==> src/rtl/ball_motion_ctrl.sv <==
// Frame-rate ball sequencer: steps the ball each frame, hands the new
// position to the collision checker, then applies its bounce/miss verdict.
//
//  state   | meaning
//  --------+-------------------------------------------------------------
//  IDLE    | ball parked at serve position, waiting for Serve
//  RUN     | in play, waiting for the next FrameTick to step the ball
//  WAIT    | coords stable, collision checker settling (COL_LAT cycles)
//  RESOLVE | sample ColIn once and apply bounce / hit / miss
//  OVER    | miss limit reached, frozen until reset
module ball_motion_ctrl #(
    parameter int STEP       = 2,
    parameter int SERVE_X    = 320,
    parameter int SERVE_Y    = 200,
    parameter int COL_LAT    = 2,
    parameter int MAX_MISSES = 5
) (
    input  logic       Clk,
    input  logic       Rst_n,
    input  logic       FrameTick,
    input  logic       Serve,
    input  logic [2:0] ColIn,
    output logic [9:0] XCord,
    output logic [9:0] YCord,
    output logic       CordValid,
    output logic       InPlay,
    output logic [7:0] Hits,
    output logic [3:0] Misses,
    output logic       Miss,
    output logic       Overrun,
    output logic       GameOver
);

    localparam int CW = $clog2(COL_LAT + 1);

    typedef enum logic [2:0] {
        IDLE    = 3'd0,
        RUN     = 3'd1,
        WAIT    = 3'd2,
        RESOLVE = 3'd3,
        OVER    = 3'd4
    } state_t;

    state_t         state, stateNext;
    logic   [CW-1:0] colCnt, colCntNext;
    logic           dirX, dirXNext;
    logic           dirY, dirYNext;
    logic   [9:0]   xNext, yNext;
    logic   [7:0]   hitsNext;
    logic   [3:0]   missesNext;
    logic           missNext, overrunNext;

    // One axis step; clamps at the edges of the 10-bit range instead of wrapping.
    function automatic logic [9:0] stepAxis(input logic [9:0] pos, input logic dir);
        logic [10:0] sum;
        sum = {1'b0, pos} + 11'(STEP);
        if (dir)
            return (sum > 11'd1023) ? 10'd1023 : sum[9:0];
        else
            return (pos < 10'(STEP)) ? 10'd0 : pos - 10'(STEP);
    endfunction

    // Next-state, datapath and pulse outputs.
    always_comb begin
        stateNext   = state;
        colCntNext  = colCnt;
        dirXNext    = dirX;
        dirYNext    = dirY;
        xNext       = XCord;
        yNext       = YCord;
        hitsNext    = Hits;
        missesNext  = Misses;
        missNext    = 1'b0;
        overrunNext = 1'b0;
        case (state)
            IDLE: begin
                if (Serve) stateNext = RUN;
            end
            RUN: begin
                if (FrameTick) begin
                    xNext      = stepAxis(XCord, dirX);
                    yNext      = stepAxis(YCord, dirY);
                    colCntNext = CW'(COL_LAT);
                    stateNext  = WAIT;
                end
            end
            WAIT: begin
                overrunNext = FrameTick;
                if (colCnt == CW'(1)) stateNext = RESOLVE;
                else                  colCntNext = colCnt - CW'(1);
            end
            RESOLVE: begin
                overrunNext = FrameTick;
                stateNext   = RUN;
                case (ColIn)
                    3'b001: begin
                        // Only the first paddle contact of a return counts.
                        if (dirX) begin
                            dirXNext = 1'b0;
                            if (Hits != 8'hFF) hitsNext = Hits + 8'd1;
                        end
                    end
                    3'b010: dirYNext = 1'b1;
                    3'b110: dirYNext = 1'b0;
                    3'b100: dirXNext = 1'b1;
                    3'b011: begin
                        missNext = 1'b1;
                        if (Misses < 4'(MAX_MISSES)) missesNext = Misses + 4'd1;
                        xNext     = 10'(SERVE_X);
                        yNext     = 10'(SERVE_Y);
                        dirXNext  = 1'b1;
                        dirYNext  = 1'b1;
                        stateNext = (missesNext == 4'(MAX_MISSES)) ? OVER : IDLE;
                    end
                    default: ;
                endcase
            end
            OVER: ;
            default: stateNext = IDLE;
        endcase
    end

    // State and datapath registers with synchronous active-low reset.
    always_ff @(posedge Clk) begin
        if (!Rst_n) begin
            state   <= IDLE;
            colCnt  <= '0;
            dirX    <= 1'b1;
            dirY    <= 1'b1;
            XCord   <= 10'(SERVE_X);
            YCord   <= 10'(SERVE_Y);
            Hits    <= 8'd0;
            Misses  <= 4'd0;
            Miss    <= 1'b0;
            Overrun <= 1'b0;
        end else begin
            state   <= stateNext;
            colCnt  <= colCntNext;
            dirX    <= dirXNext;
            dirY    <= dirYNext;
            XCord   <= xNext;
            YCord   <= yNext;
            Hits    <= hitsNext;
            Misses  <= missesNext;
            Miss    <= missNext;
            Overrun <= overrunNext;
        end
    end

    assign CordValid = (state == WAIT);
    assign InPlay    = (state == RUN) || (state == WAIT) || (state == RESOLVE);
    assign GameOver  = (state == OVER);

endmodule

==> config.mk <==
export PLATFORM = sky130hd
export DESIGN_NAME = ball_motion_ctrl
export DESIGN_NICKNAME = d
export VERILOG_FILES = /design/src/rtl/ball_motion_ctrl.sv
export SDC_FILE = /design/constraint.sdc
export NUM_CORES = 1
export LEC_CHECK = 0
export ABC_CLOCK_PERIOD_IN_PS = 2500
export CELL_PAD_IN_SITES_DETAIL_PLACEMENT = 0
export CELL_PAD_IN_SITES_GLOBAL_PLACEMENT = 2
export CORE_UTILIZATION = 31
export CTS_CLUSTER_SIZE = 28
export DETAILED_ROUTE_END_ITERATION = 10
export PLACE_DENSITY_LB_ADDON = 0.1
export SKIP_LAST_GASP = 1
export SLEW_MARGIN = 10
export SYNTH_ARGS = -nofsm -noshare
export SYNTH_HDL_FRONTEND = slang
export SYNTH_SLANG_ARGS = --single-unit
export TNS_END_PERCENT = 10
==> constraint.sdc <==
create_clock -name Clk -period 2.5 [get_ports Clk]
set_input_delay 0.25 -clock Clk [delete_from_list [all_inputs] [get_ports Clk]]
set_output_delay 0.25 -clock Clk [all_outputs]
set_load 0.01 [all_outputs]
==> results by group <==
Synthesis
  • Top FF cell, synth: dfxtp_1
  • Post-synthesis average cell area: 7.63 sq um
  • Seq cells post-synth: 41
  • Synthesized area: 0.00282 sq mm
  • Mapped Cells: 369
  • Sequential area share after synthesis: 0.291
  • Synth unique cells: 64
  • Synth Net Count: 386
  • EDFF count, synth: 0
  • Ranking of synthesized cells by area: dfxtp_1, nor2_1, ha_1, a21oi_1, nand2_1
  • Number of synthesis warnings: 0
  • Top cell type by total area after synthesis: dfxtp_1
  • Post-synthesis async set-or-reset flop share: 0
  • Synth top area share: 0.291

Timing
  • Final Skew: 0.00928 ns
  • Fin. max-slew vios: 0
  • Fin Setup TNS: 0 ns
  • Max Freq: 0.454 GHz
  • Worst slew pin tran: 0.513 ns
  • Final worst path period share: 0.880
  • RSZ-0062 raised after global routing: false
  • Slew margin rel.: 0.655
  • Final setup viols: 0
  • Final Hold Fails: 0
  • WHS: 0.492 ns
  • Minimum clock period: 2.20 ns

Finish
  • Most common cell after layout, fill and taps aside: clkdlybuf4s50_1
  • Share of cells above drive strength 1: 0.106
  • Synth-to-Final Area Change: 25.9%
  • Final Non-Filler Cells: 525
  • Final Instance Area: 0.00354 sq mm
  • Final Net Count: 433
  • Most frequent cells in the layout: clkdlybuf4s50_1, dfxtp_1, nor2_1
  • Diode count: 0

Global routing
  • GR Overflow Total: 0
  • First-pass GRT wire length: 13300 microns
  • Largest net degree at the start of global routing: 21
  • Initial antenna violation count: 0
  • Vias in the first global route: 2583
  • Tot GR Track Use: 0.172

Drt
  • Number of DRC markers in iteration 0: 124
  • Routed vias: 2799
  • DRC errors left: 0
  • Post-route antenna net violation count: 0
  • Router iterations before antenna repair: 4
  • Routed vias/inst: 5.33
  • Final WL: 7940 microns
  • Routed len/inst: 15.1 microns

Run
  • Max cap viols: 0

Power
  • Clock Power Share: 0.407
  • Psw: 0.360 mW
  • VDD IR max: 0.212 mV
  • Cell leakage power: 1.27 nW
  • Sw Share: 0.260
  • Seq pwr share: 0.487
  • Power Dens Cells: 391 mW/mm^2
  • Total power draw: 1.39 mW
  • Int Pwr: 1.03 mW
  • Gate power share: 0.105

Die
  • Total core area: 0.00876 sq mm
  • Die ar.: 0.00947 sq mm
  • Row cnt: 34
  • Die H: 97.3 microns
  • Initial core utilization: 0.321
  • Die Width: 97.3 microns
  • # IOs: 44

Clocking
  • # resized after CTS: 0
  • H-tree depth: 2
  • TritonCTS Buffers: 5
  • Clk slew on worst S/H paths: 0.09 ns
  • Post-cts hold buffer count: 0
  • CTS tree: yes
  • CTS Buffer Depth: 2
  • Clk sinks: 41
  • Worst-Skew Late Latency: 0.30 ns
  • Root buffer cell: clkbuf_8
  • Setup Fix Bufs, Post-CTS: 0

Setup path
  • Critical path destination: YCord[1]
  • CP endpoint kind: register
  • Internal reg-to-reg setup slack: 0.30 ns
  • RR Endpoint: YCord[1]
  • Crit. Startpoint: YCord[1]
  • Crit path DAT: 2.44 ns
  • CP max FO: 7
  • Worst EP required: 2.74 ns
  • FF-to-FF path depth: 7
  • CP Launch Type: register
  • Reg2reg start: YCord[1]
  • WS Path Type: reg -> reg

Placed design
  • Dpl cells: 517
  • Placed Area: 0.00342 sq mm
  • Hpwl dp: 5850 microns
  • Number of I/O port buffers: 43
  • Gp weighted congestion: 0.840

Min path
  • Hold depth: 2
  • Hold crit path type: reg -> reg
  • Hold path startpoint: colCnt[0]

Run status
  • Outcome: finished, final reports clean
-- routing by layer --
metal / GRT usage / share of wire / vias to the layer above
met5: 0 / 0 / -
met4: 0.0407 / 0.0081 / 0
met3: 0.0295 / 0.044 / 5
met2: 0.258 / 0.42 / 64
met1: 0.256 / 0.53 / 1302
li1: - / - / 1428
-- Yosys cell counts (9+ instances only) --
cell and instances:
xor2_1 12, nor3_1 14, xnor2_1 9, buf_2 12, nand2_1 28, a21oi_1 24, nand3_1 11, o21ai_0 20
ha_1 10, dfxtp_1 41, clkbuf_1 10, nor2_1 40, inv_1 16
-- kinds of logic after synthesis --
group                    count (synthesis)  share of synthesized area
AO/OA/AOI/OAI                           96                      0.219
buffers and inverters                   40                     0.0626
multiplexers                             6                     0.0218
XOR/XNOR                                21                     0.0653
AND/OR/NAND/NOR                        155                      0.295
adder cells (fa/ha/maj)                 10                     0.0444
flip-flops                              41                      0.291
-- power by group through the flow --
stage	logic, mW	registers (mW)	clock network, mW
floorplan	0.0909	0.686	0
global placement	0.147	0.692	0
detailed placement	0.147	0.691	0
CTS	0.147	0.676	0.581
global route	0.163	0.679	0.606
finish	0.146	0.676	0.565
-- registers in the layout, summed over array words and instances (netlist names) --
signal   count
YCord       10
Misses       4
Hits         8
state        3
dirX         1
XCord       10
Overrun      1
colCnt       2
Miss         1
dirY         1
-- critical path, stage by stage, from the launching register on --
cell	delay, ns
dfxtp_1	0.46
inv_1	0.12
ha_1	0.33
a211o_1	0.31
a2111oi_2	0.39
o21ai_1	0.15
or2_1	0.24
a21oi_1	0.13
-- final cells by class --
class	count	area, sq um
repair buffers	64	588
multi-input cells	288	1830
clock inverters	3	43.8
well taps	108	135
clock buffers	5	68.8
fillers	919	5220
flip-flops and latches	41	822
inverters	16	60.1
-- metrics by stage --
| stage | worst slack [ns] | utilization |
|---|---|---|
| finish | 0.300 | 0.404 |
| global route | 0.121 | 0.404 |
| CTS | 0.119 | 0.403 |
| detailed placement | 0.156 | 0.391 |
| global placement | 0.260 | 0.391 |
| floorplan | 0.339 | - |
-- how the worst min path moves through the flow --
stage	slack, ns	endpoint
after floorplan	0.36	Overrun
after global placement	0.46	colCnt[1]
after detailed placement	0.48	colCnt[0]
after CTS	0.50	colCnt[0]
after global routing	0.53	colCnt[0]
final	0.49	colCnt[0]
Power figures use the tool's default switching activity.
